`src/rtl/child_slot_scheduler.sv`:
```
// Round-robin owner of one shared execution slot across N_CHILD leaf children, with watchdog reclaim.
// Latency: grant registered one edge after req is seen in IDLE; two dead cycles between grants.
module child_slot_scheduler #(
    parameter int N_CHILD = 5,
    parameter int TIMEOUT = 16,
    parameter int CNT_W   = 8
) (
    input  logic                       clk,
    input  logic                       rst_n,
    input  logic                       enable,
    input  logic [N_CHILD-1:0]         req,
    input  logic [N_CHILD-1:0]         done,
    output logic [N_CHILD-1:0]         grant,
    output logic                       busy,
    output logic [$clog2(N_CHILD)-1:0] active_idx,
    output logic                       timeout_pulse,
    output logic [CNT_W-1:0]           grant_count
);
    localparam int IDX_W = $clog2(N_CHILD);
    localparam int TMR_W = $clog2(TIMEOUT + 1);

    typedef enum logic [1:0] {
        S_IDLE    = 2'd0,
        S_GRANT   = 2'd1,
        S_RELEASE = 2'd2
    } state_t;

    state_t             state_q, state_d;
    logic [N_CHILD-1:0] grant_q, grant_d;
    logic [IDX_W-1:0]   idx_q, idx_d;
    logic [IDX_W-1:0]   ptr_q, ptr_d;
    logic [TMR_W-1:0]   tmr_q, tmr_d;
    logic [CNT_W-1:0]   cnt_q, cnt_d;
    logic               tpulse_q, tpulse_d;

    logic               sel_found;
    logic [IDX_W-1:0]   sel_idx;
    logic [IDX_W-1:0]   ptr_next;
    int                 cand;

    // First requester at or above ptr, wrapping back to child 0.
    always_comb begin
        sel_found = 1'b0;
        sel_idx   = '0;
        cand      = 0;
        for (int i = 0; i < N_CHILD; i++) begin
            cand = int'(ptr_q) + i;
            if (cand >= N_CHILD) begin
                cand = cand - N_CHILD;
            end
            if (!sel_found && req[cand]) begin
                sel_found = 1'b1;
                sel_idx   = IDX_W'(cand);
            end
        end
    end

    assign ptr_next = (idx_q == IDX_W'(N_CHILD - 1)) ? '0 : idx_q + IDX_W'(1);

    always_comb begin
        state_d  = state_q;
        grant_d  = grant_q;
        idx_d    = idx_q;
        ptr_d    = ptr_q;
        tmr_d    = tmr_q;
        cnt_d    = cnt_q;
        tpulse_d = 1'b0;
        case (state_q)
            S_IDLE: begin
                if (enable && sel_found) begin
                    grant_d = N_CHILD'(1) << sel_idx;
                    idx_d   = sel_idx;
                    tmr_d   = '0;
                    state_d = S_GRANT;
                    if (cnt_q != {CNT_W{1'b1}}) begin
                        cnt_d = cnt_q + CNT_W'(1);
                    end
                end
            end
            S_GRANT: begin
                // done takes priority so a release on the final cycle is not reported as a timeout
                if (done[idx_q]) begin
                    grant_d = '0;
                    ptr_d   = ptr_next;
                    state_d = S_RELEASE;
                end else if (tmr_q == TMR_W'(TIMEOUT - 1)) begin
                    grant_d  = '0;
                    ptr_d    = ptr_next;
                    tpulse_d = 1'b1;
                    state_d  = S_RELEASE;
                end else begin
                    tmr_d = tmr_q + TMR_W'(1);
                end
            end
            S_RELEASE: begin
                state_d = S_IDLE;
            end
            default: begin
                grant_d = '0;
                state_d = S_IDLE;
            end
        endcase
    end

    always_ff @(posedge clk or negedge rst_n) begin
        if (!rst_n) begin
            state_q  <= S_IDLE;
            grant_q  <= '0;
            idx_q    <= '0;
            ptr_q    <= '0;
            tmr_q    <= '0;
            cnt_q    <= '0;
            tpulse_q <= 1'b0;
        end else begin
            state_q  <= state_d;
            grant_q  <= grant_d;
            idx_q    <= idx_d;
            ptr_q    <= ptr_d;
            tmr_q    <= tmr_d;
            cnt_q    <= cnt_d;
            tpulse_q <= tpulse_d;
        end
    end

    assign grant         = grant_q;
    assign busy          = (state_q != S_IDLE);
    assign active_idx    = idx_q;
    assign timeout_pulse = tpulse_q;
    assign grant_count   = cnt_q;

endmodule

```
`config.mk`:
```
export PLATFORM = sky130hd
export DESIGN_NAME = child_slot_scheduler
export DESIGN_NICKNAME = d
export VERILOG_FILES = /design/src/rtl/child_slot_scheduler.sv
export SDC_FILE = /design/constraint.sdc
export NUM_CORES = 1
export LEC_CHECK = 0
export ABC_AREA = 1
export CORE_ASPECT_RATIO = 1.2
export CORE_MARGIN = 5
export CORE_UTILIZATION = 40
export CTS_CLUSTER_SIZE = 24
export DETAILED_ROUTE_END_ITERATION = 8
export GPL_TIMING_DRIVEN = 0
export PLACE_DENSITY_LB_ADDON = 0.25
export SLEW_MARGIN = 25
export SYNTH_ARGS = -nofsm -noshare
export SYNTH_HDL_FRONTEND = slang
export SYNTH_SLANG_ARGS = --single-unit
```
`constraint.sdc`:
```
create_clock -name clk -period 3.51 [get_ports clk]
set_clock_uncertainty 0.15 [all_clocks]
set_input_delay 0.5265 -clock clk [delete_from_list [all_inputs] [get_ports clk]]
set_output_delay 0.5265 -clock clk [all_outputs]
set_load 0.01 [all_outputs]
```
==> out/results.txt, run 1 <==
Vias after detailed routing -> 2327
Syn Nets -> 378
Die footprint -> 7910 sq um
Final nets -> 413
Vias in the first global route -> 2342
Grt ovf -> 0
Sequential area share after synthesis -> 27.1%
Worst min path class -> in -> async
Setup crit end kind -> flop
Hold Vio Cnt, Final -> 0
Largest net degree at the start of global routing -> 28
Max-cap violations -> 0
Residual DRC -> 0
Simple-Gate Fraction of Synth Area -> 44.3%
Crit path largest cell delay -> 490 ps
Post-synth design cell area -> 2490 sq um
Hpwl dp -> 4490 microns
Global-route wire length before repair -> 10100 microns
Max FO, Critical Path -> 10
Post-synthesis xor/xnor area fraction -> 4.47%
Row cnt -> 31
Vias per cell -> 5.02
Period utilization -> 91.1%
CTS buffer count -> 3
# clock sinks -> 27
Status -> completed
Fmax achieved -> 313 MHz
RePlAce Congestion -> 0.893
Setup tns final -> 0 ps
CP Class -> reg -> reg
Post-CTS setup buffer count -> 0
Synthesized flop and latch total -> 27
DR pass1 iterations -> 4
Worst Setup SP -> ptr_q[1]$_DFFE_PN0P_
Initial antenna violation count -> 0
Critical Path Slowest Stage Cell -> dfrtp_1
Share of the synthesized area in the top cell type -> 27.1%
YS warnings -> 0
Iteration-0 DRC Markers -> 68
Post-route ant nets -> 0
CTS Hold Buffers Added -> 0
Post-synth EDFFs -> 0
Die Ht -> 96.4 microns
CTS tree -> built
Slew Viols, Final -> 0
Reg2reg start -> ptr_q[1]$_DFFE_PN0P_
Core box area -> 6050 sq um
Top_reg_cell synth -> dfrtp_1
Mux share of post-synthesis cell area -> 0%
Crit path arrival time -> 3220 ps
Root buf cell -> clkbuf_8
Slew @ Worst Pin -> 660 ps
Adder-cell share of the synthesized area -> 8.55%
RSZ-0062 raised after global routing -> no
DR WL/cell -> 12.4 microns
Starting Density -> 41.1%
CTS clk-pin slew, worst paths -> 90 ps
Share of layout cells above drive strength 1 -> 14.4%
Post-synth top cells -> 105 x nand2_1, 53 x nand3_1, 34 x inv_1
Mapped Cells -> 348
Fin util -> 48.5%
Avg Inst Size Synth -> 7.15 sq um
Post-synth ARST share -> 100%
Largest family of logic cells by synthesized area -> simple AND/OR/NAND/NOR gates
Top Ports -> 31
Antenna diode count -> 0
IO Port Bufs -> 30
Synth cell types -> 33
Die width -> 82.0 microns
Critical Path Start Type -> flop
Worst-skew pair later-pin latency -> 280 ps
Area Overhead vs Synth -> 17.8%
Required time of the critical path -> 3540 ps
Final Setup Violations -> 0
H-tree lvl count -> 1
Cell taking the most area after synthesis -> dfrtp_1
GRT Util Overall -> 16.2%
CP cell instances -> inv_1 -> ha_1 -> inv_1 -> ha_1 -> inv_1 -> nand2_4 -> nand2_1 -> o21ai_1 -> nand3_1 -> nand3_2 -> nand2_4 -> nand3_2 -> nor2_4 -> nand2_2 -> o21bai_4 -> nand2_4 -> nand3_1 -> nand2_1
Count leader, synth -> nand2_1
Slew headroom -> 55.6%
PostCTS Resize Cnt -> 0
Fin crit period -> 3200 ps
Max clock buf depth -> 2
Synth Area in Compound Gates -> 8.75%
Routed WL -> 5760 microns
Synth top area cells -> dfrtp_1 27%, nand2_1 16%, nand3_1 11%
==> flip-flops by register name, summed over array words and instances, names as in the netlist <==
signal and count:
grant_count 8, grant 5, tmr_q 5, active_idx 3, ptr_q 3, state_q 2, timeout_pulse 1
==> critical path, delay by kind of cell (launching register included) <==
kind | cells | cell delay [ps]
flops | 1 | 490
fa+ha+maj | 2 | 390
compound gates | 2 | 360
simple gates | 11 | 1110
buf+inv | 3 | 570
==> cell type report <==
cell class,instances,area (sq um)
clock inverters,1,5.00
repair buffers,30,295
fillers,637,3120
plain buffers,3,30.0
flip-flops and latches,27,676
well taps,82,103
clock buffers,3,41.3
multi-input cells,281,1640
inverters,37,139
==> final timing paths <==
check | endpoint | slack (ps) | cells past startpoint
worst max-delay path | tmr_q[1]$_DFFE_PN0P_ | 310 | 18
worst max register to register | tmr_q[1]$_DFFE_PN0P_ | 310 | 18
worst min register to register | grant[0]$_DFFE_PN0P_ | 370 | 2
max in group asynchronous | ptr_q[0]$_DFFE_PN0P_ | 2710 | 1
min in group clk | grant[0]$_DFFE_PN0P_ | 370 | 2
worst min-delay path | tmr_q[1]$_DFFE_PN0P_ | 100 | 1
==> metrics by stage <==
step	cells	worst slack [ps]	area, sq um	hold slack (ps)
6_report	464	314	2930	95.5
5_1_grt	464	72.7	2930	132
4_1_cts	464	307	2930	106
3_5_place_dp	460	331	2890	351
3_3_place_gp	460	394	2890	348
2_1_floorplan	348	780	2490	80.9
==> layer usage <==
layer / global-route usage [%] / vias up / wire, microns / share of wire, %
met1: 20.0 / 1075 / 2700 / 47
met4: 5.82 / 0 / 81 / 1.4
met2: 28.8 / 41 / 2820 / 49
met3: 1.67 / 7 / 163 / 2.8
met5: 0 / - / 0 / 0
li1: - / 1204 / - / -
==> placed cells by master (no fill, tap or decap), types with 2 or more instances in the layout <==
cell type	n
nand3_2	10
nor2_4	3
o21ai_2	8
xnor2_1	4
dfrtp_1	27
nand2_2	9
clkdlybuf4s50_1	29
ha_1	17
inv_1	34
nand4_1	8
nor2_1	20
buf_4	2
nor2_2	2
o21ai_1	7
o21ai_0	7
nand2_4	6
a21oi_1	2
inv_2	3
nand3_1	53
xor2_2	2
xor2_1	5
nand2_1	105
clkbuf_8	3
nor3_1	3
==> kinds of logic after synthesis <==
logic type / count (synthesis)
DFF: 27
buffers and inverters: 40
xor gates and xnor gates: 11
adders and majority gates: 17
and+or+nand+nor: 222
AOI/OAI and AO/OA: 31
Power of run 1 is not shown: default switching activity piles up to over one toggle a cycle in this logic, so the estimate is an artifact.
==> run 2, diff against run 1 <==
- CORE_UTILIZATION: 40 -> 45
==> out/results.txt, run 2 (same netlist as run 1, synthesis figures left out) <==
Die Ht -> 91.5 microns
Required time of the critical path -> 3530 ps
GRT Util Overall -> 16.5%
Die footprint -> 7120 sq um
Final Setup Violations -> 0
Antenna diode count -> 0
Initial antenna violation count -> 0
Slew Viols, Final -> 0
Routed WL -> 5620 microns
Status -> completed
Row cnt -> 29
Crit path arrival time -> 3130 ps
Vias in the first global route -> 2299
Core box area -> 5330 sq um
DR pass1 iterations -> 4
Fin util -> 54.7%
Layout fillers -> 516
Global-route wire length before repair -> 10100 microns
Setup crit end kind -> flop
Vias after detailed routing -> 2358
Worst-skew pair later-pin latency -> 280 ps
Post-CTS setup buffer count -> 0
CTS Hold Buffers Added -> 0
Worst min path class -> in -> async
Residual DRC -> 0
Die width -> 77.9 microns
Critical Path Start Type -> flop
Final nets -> 413
Iteration-0 DRC Markers -> 89
Starting Density -> 46.7%
Slew @ Worst Pin -> 631 ps
Setup tns final -> 0 ps
CTS buffer count -> 3
Max clock buf depth -> 2
Share of layout cells above drive strength 1 -> 14.9%
Vias per cell -> 5.31
Largest net degree at the start of global routing -> 28
Grt ovf -> 0
Most common cell after layout, fill and taps aside -> nand2_1
Max FO, Critical Path -> 10
Post-route ant nets -> 0
Hold Vio Cnt, Final -> 0
Fmax achieved -> 321 MHz
Root buf cell -> clkbuf_8
DR WL/cell -> 12.6 microns
Slew headroom -> 57.5%
Non-Filler Instances -> 444
IO Port Bufs -> 30
Hpwl dp -> 4440 microns
DP Cell Count -> 440
CTS tree -> built
Period utilization -> 88.8%
Area Overhead vs Synth -> 17.1%
CP Class -> reg -> reg
RSZ-0062 raised after global routing -> no
Largest register FFs -> 8
CTS clk-pin slew, worst paths -> 100 ps
RePlAce Congestion -> 0.806
Max-cap violations -> 0
# clock sinks -> 27
Fin crit period -> 3120 ps
H-tree lvl count -> 1
Commonest cells after routing, fill and taps aside -> 105 x nand2_1, 53 x nand3_1, 33 x inv_1, 29 x clkdlybuf4s50_1, 26 x dfrtp_1
Top Ports -> 31
## run 2: changes by cell type in the layout (fill, tap and decap cells not counted), sizes merged
cell | before | now
clkinvlp | 0 | 2
inv | 37 | 36
clkinv | 1 | 0
## run 2: worst max-delay path, stage by stage, from the launching register on
cell and delay, ps:
dfrtp_2 500, clkinvlp_4 270, ha_1 410, nand2_1 140
nand3_2 160, nand2_2 110, xor2_2 270, or2_1 160
nand2_2 90, nor2_4 160, nand2_2 100, nor2_4 150
nor2_8 60, buf_8 150, nand3_1 60, nand2_1 60
## run 2: path summary, 6_finish.rpt
path	from	endpoint	slack, ps	depth (start not counted)
setup / recovery	ptr_q[1]$_DFFE_PN0P_	grant_count[1]$_DFFE_PN0P_	390	15
hold / removal	rst_n	tmr_q[1]$_DFFE_PN0P_	90	1
setup reg to reg	ptr_q[1]$_DFFE_PN0P_	grant_count[1]$_DFFE_PN0P_	390	15
hold reg to reg	grant[0]$_DFFE_PN0P_	grant[0]$_DFFE_PN0P_	380	2
max in group asynchronous	rst_n	ptr_q[1]$_DFFE_PN0P_	2690	1
min in group clk	grant[0]$_DFFE_PN0P_	grant[0]$_DFFE_PN0P_	380	2
## run 2: routing by layer
layer	GRT usage, %	part of all wire (%)	vias up
li1	-	-	1204
met1	21.0	45	1100
met2	28.6	50	42
met3	1.39	2.8	12
met4	5.73	2.4	0
met5	0	0	-
## run 2: per-stage QoR
step | area [sq um] | worst slack (ps) | hold WS [ps]
after global placement | 2870 | 416 | 355
after floorplan | 2490 | 780 | 80.9
final | 2920 | 393 | 87.5
after CTS | 2910 | 327 | 117
after global routing | 2920 | 69.2 | 138
after detailed placement | 2860 | 348 | 363
## run 2: layout make-up
class	instances	area, sq um	share of cell area, %
multi-input cells	281	1640	56.4
plain buffers	3	30.0	1.03
flip-flops and latches	27	677	23.2
repair buffers	30	295	10.1
well taps	62	77.6	2.66
clock inverters	1	7.51	0.258
clock buffers	3	41.3	1.42
inverters	37	143	4.89
## run 2: what timing repair did
item / in CTS / in global routing
gates resized for setup: 0 / 2
hold endpoints to repair: 0 / 0
setup endpoints to repair: 0 / 2
Power of run 2 is left out for the same reason.
==> run 3, diff against run 2 <==
- GPL_TIMING_DRIVEN: 0 -> not set
- PLACE_DENSITY_LB_ADDON: 0.25 -> 0.08
==> out/results.txt, run 3 (same netlist as run 1, synthesis figures left out) <==
Min-Delay Endpoint -> grant[0]$_DFFE_PN0P_
IO Port Bufs -> 30
DR WL/cell -> 13.2 microns
Final nets -> 414
CTS Hold Buffers Added -> 0
FF-to-FF setup slack -> 330 ps
Hold Path Origin -> grant[0]$_DFFE_PN0P_
Root buf cell -> clkbuf_8
Slew @ Worst Pin -> 599 ps
Hpwl dp -> 4730 microns
Initial antenna violation count -> 0
Setup tns final -> 0 ps
Largest net degree at the start of global routing -> 28
PostCTS Resize Cnt -> 0
GRT Util Overall -> 16.9%
CP Class -> reg -> reg
RSZ-0062 raised after global routing -> no
Area Overhead vs Synth -> 17.1%
Global-route wire length before repair -> 10100 microns
Hold path depth -> 2
CTS tree -> built
Grt ovf -> 0
Hold Vio Cnt, Final -> 0
DR pass1 iterations -> 4
Vias per cell -> 5.25
Post-route ant nets -> 0
Die width -> 77.9 microns
Fmax achieved -> 315 MHz
RePlAce Congestion -> 0.925
Worst min path class -> reg -> reg
Reg2reg start -> ptr_q[1]$_DFFE_PN0P_
Worst-skew pair later-pin latency -> 280 ps
Final Setup Violations -> 0
Crit path arrival time -> 3190 ps
Non-Filler Instances -> 445
Commonest cells after routing, fill and taps aside -> 105 x nand2_1, 53 x nand3_1, 34 x inv_1, 30 x clkdlybuf4s50_1, 27 x dfrtp_1
CTS buffer count -> 3
Fin util -> 54.7%
Worst r2r path cells -> 15
Post-CTS setup buffer count -> 0
Residual DRC -> 0
CTS clk-pin slew, worst paths -> 100 ps
Fin crit period -> 3180 ps
Status -> completed
Setup crit end kind -> flop
Antenna diode count -> 0
Vias in the first global route -> 2213
DP Cell Count -> 441
Largest register FFs -> 8
Max clock buf depth -> 2
Most common cell after layout, fill and taps aside -> nand2_1
Iteration-0 DRC Markers -> 100
Row cnt -> 29
Slew headroom -> 59.7%
Die footprint -> 7120 sq um
Starting Density -> 46.7%
Critical Path Start Type -> flop
Max-cap violations -> 0
Max FO, Critical Path -> 15
Required time of the critical path -> 3520 ps
Core box area -> 5330 sq um
Die Ht -> 91.5 microns
Share of layout cells above drive strength 1 -> 14.4%
Routed WL -> 5870 microns
Slew Viols, Final -> 0
Vias after detailed routing -> 2335
H-tree lvl count -> 1
Reg-to-Reg End -> grant_count[0]$_DFFE_PN0P_
# clock sinks -> 27
Top Ports -> 31
Period utilization -> 90.5%
run 3: changes by cell type in the layout (fill, tap and decap cells not counted), sizes merged:
cell / before / now
clkinvlp: 2 / 1
clkdlybuf4s50: 29 / 30
inv: 36 / 37
run 3: how the worst max path moves through the flow:
stage                     slack [ps]            startpoint  cells past startpoint                    endpoint
after CTS                        350  ptr_q[1]$_DFFE_PN0P_                     15  grant_count[0]$_DFFE_PN0P_
after detailed placement         370  ptr_q[1]$_DFFE_PN0P_                     15  grant_count[0]$_DFFE_PN0P_
after global placement           410  ptr_q[1]$_DFFE_PN0P_                     14  grant_count[0]$_DFFE_PN0P_
final                            330  ptr_q[1]$_DFFE_PN0P_                     15  grant_count[0]$_DFFE_PN0P_
after global routing              70  ptr_q[1]$_DFFE_PN0P_                     15  grant_count[0]$_DFFE_PN0P_
after floorplan                  780  ptr_q[1]$_DFFE_PN0P_                     19        grant[3]$_DFFE_PN0P_
run 3: area by class of cell:
cell class | count | area [sq um]
multi-input cells | 281 | 1640
well taps | 62 | 77.6
fillers | 547 | 2420
flip-flops and latches | 27 | 676
repair buffers | 34 | 330
inverters | 37 | 139
clock buffers | 3 | 41.3
clock inverters | 1 | 7.51
run 3: worst max-delay path, stage by stage (launching register included):
cell and delay, ps:
dfrtp_1 480, inv_1 310, ha_1 220, inv_1 40
ha_1 320, o21ai_1 190, nand3_1 170, nand2_1 150
nand2_1 60, nand3_1 90, nand3_2 140, nand2_2 150
nor2_4 60, nor2_8 230, nand2_4 140, xor2_2 160
run 3: per-stage QoR:
| stage | worst slack, ps | area (sq um) | hold WS [ps] |
|---|---|---|---|
| final | 334 | 2920 | 374 |
| after detailed placement | 372 | 2870 | 348 |
| after CTS | 355 | 2920 | 377 |
| after floorplan | 780 | 2490 | 80.9 |
| after global placement | 411 | 2870 | 347 |
| after global routing | 72.9 | 2920 | 393 |
run 3: layer usage:
metal	routed length, microns	GRT usage (%)
met1	2510	20.6
met2	3020	30.1
met3	181	1.58
met4	161	6.45
met5	0	0
Power of run 3 is left out for the same reason.
==> RTL edit: new RTL, flow settings as in run 1 <==
Encoding of `state_t`: now one-hot (3 bits for 3 states).
--- a/src/rtl/child_slot_scheduler.sv
+++ b/src/rtl/child_slot_scheduler.sv
@@ -19,10 +19,10 @@
     localparam int IDX_W = $clog2(N_CHILD);
     localparam int TMR_W = $clog2(TIMEOUT + 1);
 
-    typedef enum logic [1:0] {
-        S_IDLE    = 2'd0,
-        S_GRANT   = 2'd1,
-        S_RELEASE = 2'd2
+    typedef enum logic [2:0] {
+        S_IDLE    = 3'b001,
+        S_GRANT   = 3'b010,
+        S_RELEASE = 3'b100
     } state_t;
 
     state_t             state_q, state_d;
Function: same outputs for any inputs over 10 cycles, from zero or initial values and one cycle with rst_n low; not proved beyond that.
==> RTL edit against run 1 <==
Critical path depth rose by 3; global-route usage is 1.1 points lower; count of clock-buffer cells in the layout is 1 higher; die area decreased by 4.3%; synthesized area is 4.8% lower; via count shrank 6.3%; setup slack improved by 0.10 ns; final area down 3.9%; sequential cell count is 1 higher; wire length decreased by 8.1%.
Power is not shown: default switching activity piles up to over one toggle a cycle in this logic, so the estimate is an artifact.
==> RTL edit: results (changes against run 1) <==
| Metric | Value |
|---|---|
| Clk_lat worst skew | `0.28 ns (about the same)` |
| Final-layout fill cell count | `599 (-6.0%)` |
| Clock root buffer | `clkbuf_8` |
| Post-CTS Resized | `0 (unchanged)` |
| Total CTS buffers | `3 (unchanged)` |
| Hpwl dp | `4.301 mm (-4.1%)` |
| Critical-path top delay cell | `dfrtp_1` |
| DR iter-0 viols | `77 (+13%)` |
| Share of layout cells above drive strength 1 | `0.1024 (-0.04155)` |
| Largest cells by area after synthesis | `dfrtp_1 (29%), nand2_1 (16%), ha_1 (8.5%), nand3_1 (8.0%), inv_1 (6.8%)` |
| Syn. warnings | `0 (unchanged)` |
| Synth Area per Inst | `7.028 um^2 (-1.7%)` |
| Worst path max stage delay | `0.46 ns (-0.03 ns)` |
| Top-area cell type share of the netlist area | `0.2853 (+0.01377)` |
| Largest net degree at the start of global routing | `29 (+3.6%)` |
| Outcome | `complete, no violations` |
| Post-Place Cell Area | `0.002764 mm^2 (-4.2%)` |
| R2R depth | `21 (+3)` |
| Register area share after synthesis | `0.2964 (+0.02486)` |
| DRT Wirelength | `5.297 mm (-8.1%)` |
| Post-CTS Setup Bufs | `0 (unchanged)` |
| Maximum net fanout on the critical path | `9 (-1)` |
| Mapped Nets | `366 (-3.2%)` |
| Post-Layout Cell Count | `451 (-2.8%)` |
| Nets | `401 (-2.9%)` |
| Vias in the first global route | `2127 (-9.2%)` |
| Clock transition at the registers of the reported paths | `0.09 ns (about the same)` |
| Max Cap Viol | `0 (unchanged)` |
| Total track usage | `0.1509 (-0.01108)` |
| First-pass GRT wire length | `9.239 mm (-8.9%)` |
| Vias | `2181 (-6.3%)` |
| Worst Tran Pin Value | `0.9509 ns (+0.2912 ns)` |
| GPL Wtd Cong | `0.8789 (-1.6%)` |
| Largest register FFs | `8 (unchanged)` |
| Crit path DAT | `3.15 ns (-0.07 ns)` |
| Synth cell count leaders | `nand2_1 (103), inv_1 (43), nand3_1 (38)` |
| Number of distinct library cells after synthesis | `35 (+6.1%)` |
==> RTL edit: changes by cell type after synthesis, moves of 2 or more <==
cell,change
o21ai_1,+5
o21ai_0,+7
nand3_1,-15
o21ai_2,-6
xnor2_1,-2
inv_1,+9
nand3_2,-6
nand2_4,-4
nand3_4,+2
xor2_1,+3
nor2_1,-2
nor2_4,-2
nand2_1,-2
==> RTL edit: metal layers <==
| layer | track usage | part of all wire |
|---|---|---|
| met1 | 0.1672 | 0.43 |
| met5 | 0 | 0 |
| met3 | 0.01152 | 0.017 |
| met2 | 0.2983 | 0.53 |
| met4 | 0.04366 | 0.016 |
==> RTL edit: stage by stage <==
stage	setup WS (ns)	utilization
3_5_place_dp	0.4327	0.4844
2_1_floorplan	0.8239	-
5_1_grt	0.06503	0.4941
6_report	0.4152	0.4941
3_3_place_gp	0.4492	0.4853
4_1_cts	0.4019	0.4941
==> RTL edit: logic make-up (layout without fill, tap and decap cells) <==
logic type | Yosys count | in the layout | share of synthesized area
AND/OR/NAND/NOR | 199 | 199 | 0.4115
adder cells (fa/ha/maj) | 16 | 16 | 0.08452
buffers and inverters | 47 | 81 | 0.07607
AO/OA/AOI/OAI | 35 | 35 | 0.08083
flip-flops | 28 | 28 | 0.2964
XOR/XNOR | 12 | 12 | 0.05072
==> RTL edit: path summary, 6_finish.rpt <==
path / end / slack (ns)
min in group clk: grant[1] / 0.33
worst min-delay path: grant_count[0] / 0.1
worst max-delay path: grant_count[2] / 0.42
max in group asynchronous: ptr_q[0] / 2.71
worst min register to register: grant[1] / 0.33
worst max register to register: grant_count[2] / 0.42
==> RTL edit: final cells by class <==
class | count | area share
Timing Repair Buffer | 30 | 0.1047
Tap cell | 80 | 0.03551
Sequential cell | 28 | 0.2490
Buffer | 1 | 0.002663
Clock buffer | 4 | 0.01953
Inverter | 46 | 0.06125
Multi-Input combinational cell | 262 | 0.5273
==> RTL edit: critical path: cells and delay by family, from the launching register on <==
family,cells,cell delay [ns]
AND/OR/NAND/NOR,14,1.43
buffers and inverters,4,0.52
flip-flops,1,0.46
adder cells (fa/ha/maj),2,0.39
AO/OA/AOI/OAI,1,0.07
